### src/rtl/pwm_pkg.sv
// Shared types and helpers for the PWM generator: FSM state encoding,
// period-marker computation and duty-word saturation.
package pwm_pkg;

  typedef enum logic [1:0] {
    IDLE = 2'd0,
    SYNC = 2'd1,
    RUN  = 2'd2
  } pwm_state_t;

  // Last count value of a 2^width period; it marks the period boundary.
  function automatic int unsigned max_count(input int unsigned width);
    return (32'd1 << width) - 32'd1;
  endfunction

  // Requests above a full period make no sense, so clip them to 2^width.
  function automatic logic [31:0] sat_duty(input logic [31:0] d,
                                           input int unsigned width);
    logic [31:0] full;
    full = 32'd1 << width;
    return (d > full) ? full : d;
  endfunction

endpackage

### src/rtl/pwm_duty_buf.sv
// Double-buffered duty word: one-deep pending slot fed by a valid/ready
// handshake, copied into the active register only at a period boundary.
module pwm_duty_buf
  import pwm_pkg::*;
#(
  parameter int WIDTH = 4
) (
  input  logic           clk,
  input  logic           clr,
  input  logic           boundary,
  input  logic           duty_valid,
  input  logic [WIDTH:0] duty_data,
  output logic           duty_ready,
  output logic [WIDTH:0] act_duty
);

  logic           pend;
  logic [WIDTH:0] pend_duty;
  logic           take;

  assign duty_ready = !pend;
  assign take       = duty_valid && duty_ready;

  // A word accepted on a boundary cycle lands in the pending slot and
  // waits for the next boundary; it never bypasses straight to active.
  always_ff @(posedge clk) begin
    if (clr) begin
      pend      <= 1'b0;
      pend_duty <= '0;
      act_duty  <= '0;
    end else begin
      if (boundary && pend) begin
        act_duty <= pend_duty;
      end
      pend <= take || (pend && !boundary);
      if (take) begin
        pend_duty <= (WIDTH+1)'(sat_duty(32'(duty_data), WIDTH));
      end
    end
  end

endmodule

### src/rtl/pwm_gen.sv
// PWM generator: compares an external free-running count against a
// buffered duty word; start/stop are aligned to period boundaries.
// Optional feature macro: PWM_PERIOD_CNT_EN adds a 16-bit period_count output.
module pwm_gen
  import pwm_pkg::*;
#(
  parameter int WIDTH = 4
) (
  input  logic             clk,
  input  logic             clr,
  input  logic [WIDTH-1:0] cnt,
  input  logic             en,
  input  logic             duty_valid,
  input  logic [WIDTH:0]   duty_data,
  output logic             duty_ready,
  output logic             pwm,
  output logic             period_done,
  output logic             busy
`ifdef PWM_PERIOD_CNT_EN
  ,
  output logic [15:0]      period_count
`endif
);

  localparam logic [WIDTH-1:0] MAX = WIDTH'(max_count(WIDTH));

  pwm_state_t     state;
  pwm_state_t     state_next;
  logic           boundary;
  logic [WIDTH:0] act_duty;
  logic           running;

  assign boundary = (cnt == MAX);
  assign running  = (state == RUN);
  assign busy     = (state != IDLE);

  pwm_duty_buf #(
    .WIDTH(WIDTH)
  ) u_duty_buf (
    .clk        (clk),
    .clr        (clr),
    .boundary   (boundary),
    .duty_valid (duty_valid),
    .duty_data  (duty_data),
    .duty_ready (duty_ready),
    .act_duty   (act_duty)
  );

  always_ff @(posedge clk) begin
    if (clr) begin
      state <= IDLE;
    end else begin
      state <= state_next;
    end
  end

  // Dropping en while running only takes effect at the boundary so the
  // current period always completes.
  always_comb begin
    state_next = state;
    unique case (state)
      IDLE: if (en) state_next = SYNC;
      SYNC: begin
        if (!en) begin
          state_next = IDLE;
        end else if (boundary) begin
          state_next = RUN;
        end
      end
      RUN:  if (boundary && !en) state_next = IDLE;
      default: state_next = IDLE;
    endcase
  end

  always_ff @(posedge clk) begin
    if (clr) begin
      pwm         <= 1'b0;
      period_done <= 1'b0;
    end else begin
      pwm         <= running && ({1'b0, cnt} < act_duty);
      period_done <= running && boundary;
    end
  end

`ifdef PWM_PERIOD_CNT_EN
  // Counts alongside period_done so both change on the same edge.
  always_ff @(posedge clk) begin
    if (clr) begin
      period_count <= '0;
    end else if (running && boundary) begin
      period_count <= period_count + 16'd1;
    end
  end
`endif

endmodule

### config.mk
export PLATFORM = sky130hd
export DESIGN_NAME = pwm_gen
export DESIGN_NICKNAME = d
export VERILOG_FILES = /design/src/rtl/pwm_pkg.sv /design/src/rtl/pwm_duty_buf.sv /design/src/rtl/pwm_gen.sv
export SDC_FILE = /design/constraint.sdc
export NUM_CORES = 1
export LEC_CHECK = 0
export ABC_AREA = 1
export BUFFER_PORTS_ARGS = -buffer_cell sky130_fd_sc_hd__buf_4
export CORE_UTILIZATION = 40
export CTS_BUF_LIST = sky130_fd_sc_hd__clkbuf_4 sky130_fd_sc_hd__clkbuf_8 sky130_fd_sc_hd__clkbuf_16
export DETAILED_ROUTE_END_ITERATION = 12
export PLACE_DENSITY_LB_ADDON = 0.3
export SETUP_SLACK_MARGIN = 0.5
export SYNTH_ARGS = -nofsm -noshare
export SYNTH_HDL_FRONTEND = slang
export SYNTH_SLANG_ARGS = --single-unit
### constraint.sdc
create_clock -name clk -period 2 [get_ports clk]
set_clock_uncertainty 0.1 [all_clocks]
set_input_delay 0.4 -clock clk [delete_from_list [all_inputs] [get_ports clk]]
set_output_delay 0.4 -clock clk [all_outputs]
set_load 0.02 [all_outputs]
# == After elaboration in Yosys (flattened, before gate mapping) ==
# Index checks and enable logic that the tools add are counted.
# totals
wordCells,33
out_inout_bits,4
regBits,15
# op_classes
n_reduce_logical,13
eq_ne,6
n_lt_le_gt_ge,2
n_mux,6
# op_table
op,count
$mux 2,4
$logic_and 1x1->1,6
$pmux 2 s3,1
$gt 5x5->1 const B,1
$lt 4x5->1,1
$mux 5,1
$eq 4x4->1 const B,1
$logic_not 1->1,3
$ne 3x3->1 const B,1
$reduce_and 3->1,1
$eq 2x1->1 const B,1
$eq 2x2->1 const B,1
$logic_not 2->1,1
$ne 2x1->1 const B,1
$ne 2x2->1 const B,1
$reduce_bool 2->1,1
$logic_or 1x1->1,1

# == Longest topological paths before layout ==
# Gate-level depths: netlist of run 1.
# depth
ltp_word,4
ltp_mapped,7
ltp_nobuf,7

# == Cells and area by module ==
# Synthesis of run 1 repeated with hierarchy kept, for this count alone.
# hier_totals
cells_unflattened,102
area_unflattened_um2,700.7
# by_module_without_submodules
module,n_inst,cells_each,area_each_um2
pwm_duty_buf,1,61,424.2
pwm_gen,1,41,276.5

# == Worst setup path after synthesis of run 1 ==
# OpenSTA, ideal clock, no wires.
# synth_path
path_type,input to register
startpoint,input port cnt[3]
endpoint,register pwm
path_slack_ns,0.833
required_ns,1.788
arrival_ns,0.955
setup_time_ns,0.112
path_buffers,0
cell_stages,6
path_cell_list,ha_1 inv_1 nor2_1 nand3b_1 nand3_1 nor2_1
# synth_between
elab_chain_len,2
# synth_lines
item,line,source
start: declaration,pwm_gen.sv:11,"input logic [WIDTH-1:0] cnt,"
$lt 4x5->1,pwm_gen.sv:80,"pwm <= running && ({1'b0, cnt} < act_duty);"
$logic_and 1x1->1,pwm_gen.sv:80,
end signal: assignment,pwm_gen.sv:80,
end: declaration,pwm_gen.sv:16,"output logic pwm,"
# Every way passes these cells.
# A chain may end at the register's enable or synchronous reset.

# == Worst setup path after layout of run 1 ==
# layout_path
startpoint,register state[1]
endpoint,output port busy
# layout_between
elab_chain_len,1
# layout_lines
item,line,source
start: declaration,pwm_gen.sv:27,pwm_state_t state;
start signal: assignment,pwm_gen.sv:53,state <= state_next;
$reduce_bool 2->1,pwm_gen.sv:35,assign busy = (state != IDLE);
end: declaration,pwm_gen.sv:18,output logic busy
# Every way passes these cells.

==> reports/qor.yml, run 1 <==
logic_synthesis:
  yosys_warnings: 0
  syn_avg_cell_area_sq_um: 7.468
  yosys-top-cells-area: "dfxtp_1 (42%), nand2_1 (13%), a21oi_1 (7.8%)"
  synthDistinctLibCells: 16
  synthCells: 95
  syn-num-nets: 111
  synth_top_family_by_area: "simple AND/OR/NAND/NOR gates"
  netlist_area_sq_um: 709.4
  ys_ff_latch: 15
  synth_top_cell_area_share: 0.4233
  seq_area_frac_synth: 0.4233
  synthMuxAreaShare: 0
  synth_edf_count: 0
  async_flop_share: 0
  synth_compound_area_frac: 0.1005
  yosysTopAreaCell: "dfxtp_1"
  yosys.area_share.simple: 0.3245
  synthXorXnorAreaFrac: 0
  ys.flop_type: "dfxtp_1"
  synth_fa_ha_area_frac: 0.05291
clocking:
  clk_latency_ns: 0.27
  clock-root-buffer: "clkbuf_4"
  clk_pin_slew_ns: 0.08
  htreeDepth: 1
  cts_buffer_depth: 2
  hold_buffers: 0
  cts_buffers: 3
  cts_tree: "done"
  cts_sinks: 15
worst_setup_path:
  critPathSlowestCell: "dfxtp_1"
  startpoint_type: "register"
  path_cells: "or2_4, buf_6"
  crit_path_max_fanout: 3
  worst-setup-path-type: "reg2out"
  crit_family: "flip-flops"
  cp_num_buf_inv: 1
  crit_arrival_ns: 0.98
  max_stage_delay_ns: 0.34
  endpoint_kind: "output port"
  cp.required_ns: 1.50
timing:
  slew-limit-headroom: 0.7921
  period_share: 0.7416
  rsz0062_at_grt: "yes"
  hold_viol_final: 0
  setup_viol: 0
  max_freq_mhz: 674.2
  setup_tns_ns: 0
  worst_pin_slew_ns: 0.3111
  setup_ws_ns: 0.5167
  min_period_ns: 1.483
  slew_violations: 0
detailed_routing:
  avgRoutedWirePerCell_microns: 9.372
  drt_wl_total_microns: 1209
  drt_iter0_markers: 6
  dr.pass1.iters: 5
  drcViolationCount: 0
  vias: 625
  avgViaCountPerCell: 4.845
  antenna_left: 0
floorplanning:
  die_h_microns: 44.12
  core_sq_mm: 0.001577
  initial_utilization: 0.4500
  ios: 17
  die_x_microns: 44.12
  die_area_sq_mm: 0.001946
  rows: 14
power:
  p_leak_nw: 0.3800
  p_int_w: 0.0004383
  clkPwrFrac: 0.312
  swShare: 0.2392
  combPwrFrac: 0.139
  power_density_mw_per_mm2: 656.8
  netSwitchingPower_w: 0.0001378
  power_frac_seq: 0.550
  vdd.ir_drop.worst_mv: 0.3687
placed_design:
  hpwl_microns: 915.3
  portBuffers: 16
  place_congestion: 0.7053
  placed_area_sq_um: 828.3
  pre_cts_slack_ns: 0.6331
finish:
  drive_gt1_frac: 0.2655
  fin_area_sq_um: 877.1
  final_cell_mix: "nand2_1 (25), buf_4 (16), inv_1 (13), dfxtp_1 (13), a21oi_1 (11)"
  insertedDiodeCount: 0
  syn2layout_area_growth_pct: 23.63
  layout_commonest_cell: "nand2_1"
  fin_nets: 130
flow_run:
  max_cap_violations: 0
global_route:
  antenna_found_initial: 0
  grt_max_degree: 15
  grt-ovfl-total: 0
  grt_usage: 0.1441
  grt_pass1_wl_microns: 2076
  grt_pass1_vias: 536
min_path:
  hold_class: "in2reg"
status:
  status: "completed"
Yosys cell counts, types with 2 or more instances:
| library cell | n |
|---|---|
| nand2_2 | 2 |
| a21oi_1 | 11 |
| inv_1 | 13 |
| nand3b_1 | 5 |
| nor2_1 | 10 |
| nand3_1 | 2 |
| ha_1 | 3 |
| dfxtp_1 | 15 |
| buf_2 | 2 |
| nor2_4 | 2 |
| nand2_1 | 25 |
state kept, by name, summed over array words and instances (netlist names):
| signal | count |
|---|---|
| u_duty_buf.pend_duty | 5 |
| u_duty_buf.pend | 1 |
| u_duty_buf.act_duty | 5 |
| period_done | 1 |
| state | 2 |
| pwm | 1 |
worst register-to-register path: stages, from the launching register on:
cell and delay (ns):
dfxtp_1 0.34, inv_1 0.04, ha_1 0.26, inv_1 0.03, nor2_1 0.13, nand3b_1 0.09
nand3_1 0.07, nor2_1 0.04
per-layer routing:
metal	part of all wire	vias to the layer above	track usage
li1	-	333	-
met1	0.47	272	0.1696
met2	0.47	16	0.2412
met3	0.050	4	0.03673
met4	0.015	0	0.07273
met5	0	-	0
final cells by class:
cell class,instances,area (sq um)
multi-input cells,64,341.6
well taps,16,20.02
fillers,171,699.4
repair buffers,17,131.4
inverters,13,48.80
clock buffers,4,30.03
flip-flops and latches,15,305.3
kinds of logic after synthesis:
group	count (synthesis)
buf+inv	16
compound gates	13
simple gates	48
fa+ha+maj	3
flops	15
timing repair:
item | 4_1_cts | 5_1_grt
endpoints found under the setup margin | 2 | 2
resized for setup | 4 | 1
setup buffers | 1 | 0
through the flow:
step                      hold slack, ns  std cells   power, W    util
after floorplan                   0.3401         95  0.0003698       -
after global placement            0.3500        124  0.0003983  0.5254
after detailed placement          0.3511        124  0.0004001  0.5254
after CTS                         0.2307        129  0.0005835  0.5548
after global routing              0.2290        129  0.0006100  0.5563
final                             0.2314        129  0.0005761  0.5563
power by group through the flow:
stage	Combinational, W	Sequential (W)	Clock, W
after floorplan	0.0000511	0.000319	0
after global placement	0.0000748	0.000323	0
after detailed placement	0.0000765	0.000324	0
after CTS	0.0000810	0.000317	0.000186
after global routing	0.0000899	0.000318	0.000202
final	0.0000799	0.000317	0.000180
final timing paths:
kind                                        startpoint                              endpoint  slack, ns  depth (start not counted)
setup / recovery                 state[1]$_SDFFE_PP0P_                                  busy       0.52                          2
hold / removal                                     clr                 state[1]$_SDFFE_PP0P_       0.23                          2
setup reg to reg   u_duty_buf.act_duty[3]$_SDFFE_PP0P_                        pwm$_SDFF_PP0_       0.80                          7
hold reg to reg   u_duty_buf.pend_duty[1]$_SDFFE_PP0P_  u_duty_buf.pend_duty[1]$_SDFFE_PP0P_       0.36                          2
Power figures use the tool's default switching activity.
==> run 2, diff against run 1 <==
==> constraint.sdc (replaced) <==
create_clock -name clk -period 1.5 [get_ports clk]
set_clock_uncertainty 0.1 [all_clocks]
set_input_delay 0.3 -clock clk [delete_from_list [all_inputs] [get_ports clk]]
set_output_delay 0.3 -clock clk [all_outputs]
set_load 0.02 [all_outputs]
==> reports/qor.yml, run 2 (synthesis results as in run 1) <==
power:
  p_leak_nw: 0.4123  # +8.5%
  vdd.ir_drop.worst_mv: 0.4561  # +24%
  p_int_w: 0.0006064  # +38%
  combPwrFrac: 0.180  # +0.041
  clkPwrFrac: 0.300  # -0.012
  power_density_mw_per_mm2: 817.8  # +25%
  netSwitchingPower_w: 0.0001968  # +43%
  power_frac_seq: 0.520  # -0.030
  swShare: 0.2451  # +0.005846
clocking:
  clock-root-buffer: "clkbuf_4"
  clk_latency_ns: 0.28  # about the same
  htreeDepth: 1  # unchanged
  cts_tree: "done"
  cts_buffers: 3  # unchanged
  hold_buffers: 0  # unchanged
  clk_pin_slew_ns: 0.08  # about the same
  cts_sinks: 15  # unchanged
  cts_buffer_depth: 2  # unchanged
detailed_routing:
  drt_wl_total_microns: 1259  # +4.1%
  antenna_left: 0  # unchanged
  avgViaCountPerCell: 4.722  # -2.5%
  avgRoutedWirePerCell_microns: 9.466  # +1.0%
  dr.pass1.iters: 6  # +1
  drt_iter0_markers: 10  # +4
  vias: 628  # +0.48%
  drcViolationCount: 0  # unchanged
floorplanning:
  rows: 14  # unchanged
  die_h_microns: 44.12  # unchanged
  die_x_microns: 44.12  # unchanged
  die_area_sq_mm: 0.001946  # unchanged
  ios: 17  # unchanged
  initial_utilization: 0.4500  # unchanged
  core_sq_mm: 0.001577  # unchanged
timing:
  hold_viol_final: 0  # unchanged
  min_period_ns: 1.371
  worst_pin_slew_ns: 0.3063  # -0.004850 ns
  slew_violations: 0  # unchanged
  setup_viol: 0  # unchanged
  rsz0062_at_grt: "yes"
  setup_tns_ns: 0  # unchanged
  period_share: 0.9141
  max_freq_mhz: 729.3
  slew-limit-headroom: 0.7953  # +0.003241
finish:
  fin_nets: 134  # +3.1%
  insertedDiodeCount: 0  # unchanged
  stdcell_count: 133  # +3.1%
  layout_commonest_cell: "nand2_1"
  largestRegisters: "u_duty_buf.act_duty: 5 flops, u_duty_buf.pend_duty: 5 flops, state: 2 flops"
  final_cell_mix: "nand2_1 (22), buf_4 (16), inv_1 (9), a21oi_1 (9)"
  drive_gt1_frac: 0.4530  # +0.1875
  fillCellCount: 149  # -13%
  syn2layout_area_growth_pct: 38.45
placed_design:
  portBuffers: 16  # unchanged
  hpwl_microns: 885.2  # -3.3%
  dp.cells: 125  # +0.81%
  place_congestion: 0.7415  # +5.1%
status:
  status: "completed"
worst_setup_path:
  path_cells: "or2_4, buf_6"
  cp.required_ns: 1.10  # -0.40 ns
  crit_arrival_ns: 0.97  # about the same
  endpoint_kind: "output port"
  max_stage_delay_ns: 0.33  # about the same
  startpoint_type: "register"
  critPathSlowestCell: "dfxtp_2"
  worst-setup-path-type: "reg2out"
  crit_path_max_fanout: 2  # -1
min_path:
  hold_class: "in2reg"
global_route:
  grt_pass1_wl_microns: 2056  # -0.96%
  grt_max_degree: 15  # unchanged
  antenna_found_initial: 0  # unchanged
  grt_pass1_vias: 517  # -3.5%
  grt-ovfl-total: 0  # unchanged
  grt_usage: 0.1476  # +0.003515
flow_run:
  max_cap_violations: 0  # unchanged
run 2: area by class of cell:
cell class / instances / area [sq um] / area share
inverters: 13 / 48.80 / 0.04968
multi-input cells: 64 / 396.6 / 0.4038
clock buffers: 4 / 30.03 / 0.03057
repair buffers: 21 / 176.4 / 0.1796
flip-flops and latches: 15 / 310.3 / 0.3159
well taps: 16 / 20.02 / 0.02038
run 2: what timing repair did:
| action | in CTS | in global routing |
|---|---|---|
| pin swaps | 0 | 11 |
| gates resized for setup | 11 | 16 |
| endpoints found under the hold margin | 0 | 0 |
| setup endpoints to repair | 5 | 11 |
| buffers inserted | 1 | 3 |
run 2: path summary, 6_finish.rpt:
path | start | end | slack [ns] | cells past startpoint
worst max-delay path | state[0]$_SDFFE_PP0P_ | busy | 0.13 | 2
worst min-delay path | clr | state[1]$_SDFFE_PP0P_ | 0.13 | 2
worst max register to register | u_duty_buf.act_duty[3]$_SDFFE_PP0P_ | pwm$_SDFF_PP0_ | 0.34 | 7
worst min register to register | u_duty_buf.pend_duty[3]$_SDFFE_PP0P_ | u_duty_buf.pend_duty[3]$_SDFFE_PP0P_ | 0.36 | 2
run 2: worst max-delay path, delay by kind of cell, from the launching register on:
kind,cells,cell delay [ns]
buffers and inverters,1,0.13
flip-flops,1,0.33
AND/OR/NAND/NOR,1,0.24
run 2: metal layers:
metal  vias to the layer above  track usage  part of all wire  routed length (microns)
met5                         -            0                 0                        0
met4                         0      0.09091             0.021                       27
met3                         4      0.06122             0.048                       61
met2                        16       0.2176              0.47                      594
met1                       269       0.1777              0.46                      575
li1                        339            -                 -                        -
run 2: per-stage QoR:
| step | worst slack (ns) | area [sq um] | utilization | power [W] | hold slack (ns) |
|---|---|---|---|---|---|
| global route | 0.09565 | 982.2 | 0.6230 | 0.0008581 | 0.1114 |
| global placement | 0.2828 | 838.3 | 0.5317 | 0.0005359 | 0.3505 |
| CTS | 0.1295 | 900.9 | 0.5714 | 0.0007797 | 0.1338 |
| finish | 0.1288 | 982.2 | 0.6230 | 0.0008032 | 0.1344 |
| floorplan | 0.3910 | 711.9 | - | 0.0004947 | 0.3401 |
| detailed placement | 0.2192 | 838.3 | 0.5317 | 0.0005382 | 0.3518 |
run 2: power groups by stage:
stage | Combinational [W] | Clock, W | Sequential, W
after floorplan | 0.0000693 | 0 | 0.000425
after global placement | 0.000110 | 0 | 0.000426
after detailed placement | 0.000112 | 0 | 0.000426
after global routing | 0.000162 | 0.000277 | 0.000419
final | 0.000145 | 0.000241 | 0.000417
after CTS | 0.000119 | 0.000244 | 0.000417
==> run 3, diff against run 2 <==
--- a/config.mk
+++ b/config.mk
@@ -7,10 +7,12 @@
 export LEC_CHECK = 0
 export ABC_AREA = 1
 export BUFFER_PORTS_ARGS = -buffer_cell sky130_fd_sc_hd__buf_4
-export CORE_UTILIZATION = 40
-export CTS_BUF_LIST = sky130_fd_sc_hd__clkbuf_4 sky130_fd_sc_hd__clkbuf_8 sky130_fd_sc_hd__clkbuf_16
+export CELL_PAD_IN_SITES_DETAIL_PLACEMENT = 1
+export CELL_PAD_IN_SITES_GLOBAL_PLACEMENT = 2
+export CORE_UTILIZATION = 30
+export CTS_BUF_LIST = sky130_fd_sc_hd__clkbuf_4
 export DETAILED_ROUTE_END_ITERATION = 12
-export PLACE_DENSITY_LB_ADDON = 0.3
+export PLACE_DENSITY = 0.88
 export SETUP_SLACK_MARGIN = 0.5
 export SYNTH_ARGS = -nofsm -noshare
 export SYNTH_HDL_FRONTEND = slang
==> reports/qor.yml, run 3 (synthesis results as in run 1) <==
timing:
  setup_tns_ns: 0  # unchanged
  setup_viol: 0  # unchanged
  slew_violations: 0  # unchanged
  setup_ws_ns: 0.1230  # -0.005744 ns
  min_period_ns: 1.377  # +0.005744 ns
  period_share: 0.9180  # +0.003829
  worst_pin_slew_ns: 0.2261  # -0.08015 ns
  rsz0062_at_grt: "yes"
  hold_viol_final: 0  # unchanged
  max_freq_mhz: 726.2  # -0.42%
  slew-limit-headroom: 0.8491  # +0.05375
power:
  power_density_mw_per_mm2: 738.5  # -9.7%
  vdd.ir_drop.worst_mv: 0.4733  # +3.8%
  p_int_w: 0.0006429  # +6.0%
  swShare: 0.2613  # +0.01627
  p_leak_nw: 0.4890  # +19%
  combPwrFrac: 0.232  # +0.052
  clkPwrFrac: 0.286  # -0.014
  netSwitchingPower_w: 0.0002275  # +16%
  power_frac_seq: 0.482  # -0.038
clocking:
  clk_pin_slew_ns: 0.09  # about the same
  cts_buffers: 3  # unchanged
  cts_tree: "done"
  clock-root-buffer: "clkbuf_4"
  hold_buffers: 0  # unchanged
  clk_latency_ns: 0.28  # about the same
  cts_sinks: 15  # unchanged
  htreeDepth: 1  # unchanged
  cts_buffer_depth: 2  # unchanged
floorplanning:
  die_h_microns: 50.63  # +15%
  initial_utilization: 0.3207  # -0.1293
  die_area_sq_mm: 0.002563  # +32%
  rows: 17  # +3
  ios: 17  # unchanged
  core_sq_mm: 0.002212  # +40%
  die_x_microns: 50.63  # +15%
placed_design:
  dp.cells: 137  # +9.6%
  pre_cts_slack_ns: 0.2393  # +0.02011 ns
  hpwl_microns: 1180  # +33%
  place_congestion: 0.6600  # -11%
  placed_area_sq_um: 853.3  # +1.8%
  portBuffers: 16  # unchanged
global_route:
  grt-ovfl-total: 0  # unchanged
  grt_max_degree: 15  # unchanged
  grt_pass1_wl_microns: 2898  # +41%
  grt_usage: 0.1521  # +0.004564
  antenna_found_initial: 0  # unchanged
  grt_pass1_vias: 730  # +41%
finish:
  fin_nets: 144  # +7.5%
  drive_gt1_frac: 0.5591  # +0.1061
  fin_area_sq_mm: 0.001179  # +20%
  largestRegisters: "u_duty_buf.act_duty: 5 flops, u_duty_buf.pend_duty: 5 flops, state: 2 flops"
  syn2layout_area_growth_pct: 66.14
  stdcell_count: 155  # +17%
  final_cell_mix: "nand2_1 (22), buf_4 (18), buf_6 (10), inv_1 (8), dfxtp_2 (8)"
  layout_commonest_cell: "nand2_1"
  post-route-util: 0.5328  # -0.09021
  insertedDiodeCount: 0  # unchanged
min_path:
  hold_class: "in2reg"
  hold_path.startpoint: "clr"
  hold-path-endpoint: "u_duty_buf.pend$_SDFF_PP0_"
  hold_depth: 2  # unchanged
detailed_routing:
  avgRoutedWirePerCell_microns: 11.96  # +26%
  vias: 702  # +12%
  dr_wl_met2_microns: 1009  # +70%
  met3_length_microns: 66  # +8.2%
  avgViaCountPerCell: 4.529  # -4.1%
  drt_iter0_markers: 2  # -8
  wl_met1_microns: 751  # +31%
  drt_wl_total_microns: 1854  # +47%
  drcViolationCount: 0  # unchanged
  antenna_left: 0  # unchanged
  dr.pass1.iters: 2  # -4
  highest_layer: "met4"
worst_setup_path:
  endpoint_kind: "output port"
  reg2reg_from: "u_duty_buf.act_duty[1]$_SDFFE_PP0P_"
  ff2ff_path_depth: 6  # -1
  r2r_slack_ns: 0.31  # -0.03 ns
  startpoint_type: "register"
  crit_arrival_ns: 0.98  # about the same
  cp.required_ns: 1.10  # about the same
  worst-setup-path-type: "reg2out"
  crit_path_max_fanout: 2  # unchanged
  rr_endpoint: "pwm$_SDFF_PP0_"
flow_run:
  max_cap_violations: 0  # unchanged
status:
  status: "completed"
[run 3: worst max-delay path: stages, from the launching register on]
cell     delay, ns
dfxtp_2       0.33
or2_4         0.24
buf_6         0.13
[run 3: worst max-delay path by stage]
stage                                         from        endpoint  slack [ns]  cells after the start
2_1_floorplan  u_duty_buf.act_duty[3]$_SDFFE_PP0P_  pwm$_SDFF_PP0_        0.39                      7
3_3_place_gp                                cnt[3]  pwm$_SDFF_PP0_        0.27                      7
3_5_place_dp                                cnt[3]  pwm$_SDFF_PP0_        0.24                      7
4_1_cts                      state[1]$_SDFFE_PP0P_            busy        0.12                      2
5_1_grt                      state[0]$_SDFFE_PP0P_            busy        0.08                      2
6_report                     state[0]$_SDFFE_PP0P_            busy        0.12                      2
[run 3: what timing repair did]
action,4_1_cts,5_1_grt
cloned,0,1
resized for setup,23,23
pin swaps,10,21
setup endpoints to repair,12,19
setup buffers,9,4
[run 3: layer usage]
metal,vias to the layer above,track usage
met5,-,0
met4,0,0.06944
met3,4,0.03636
met2,15,0.2800
met1,324,0.1612
li1,359,-
[run 3: stage by stage]
stage                     total power (W)  hold WS (ns)
after CTS                       0.0008327        0.1236
final                           0.0008704        0.1465
after global placement          0.0005386        0.3514
after global routing            0.0009201        0.1371
after floorplan                 0.0004947        0.3401
after detailed placement        0.0005434        0.3597
[run 3: layout make-up]
type	instances	area [sq um]
Sequential cell	15	310.3
Multi-Input combinational cell	64	444.2
Tap cell	28	35.03
Timing Repair Buffer	31	307.8
Fill cell	268	1033
Clock buffer	4	30.03
Inverter	13	51.30
[run 3: power by group through the flow]
stage	Sequential [W]	Clock, W	Combinational, W
after floorplan	0.000425	0	0.0000693
after global placement	0.000428	0	0.000111
after detailed placement	0.000428	0	0.000115
after CTS	0.000418	0.000254	0.000160
after global routing	0.000421	0.000281	0.000218
final	0.000419	0.000249	0.000202
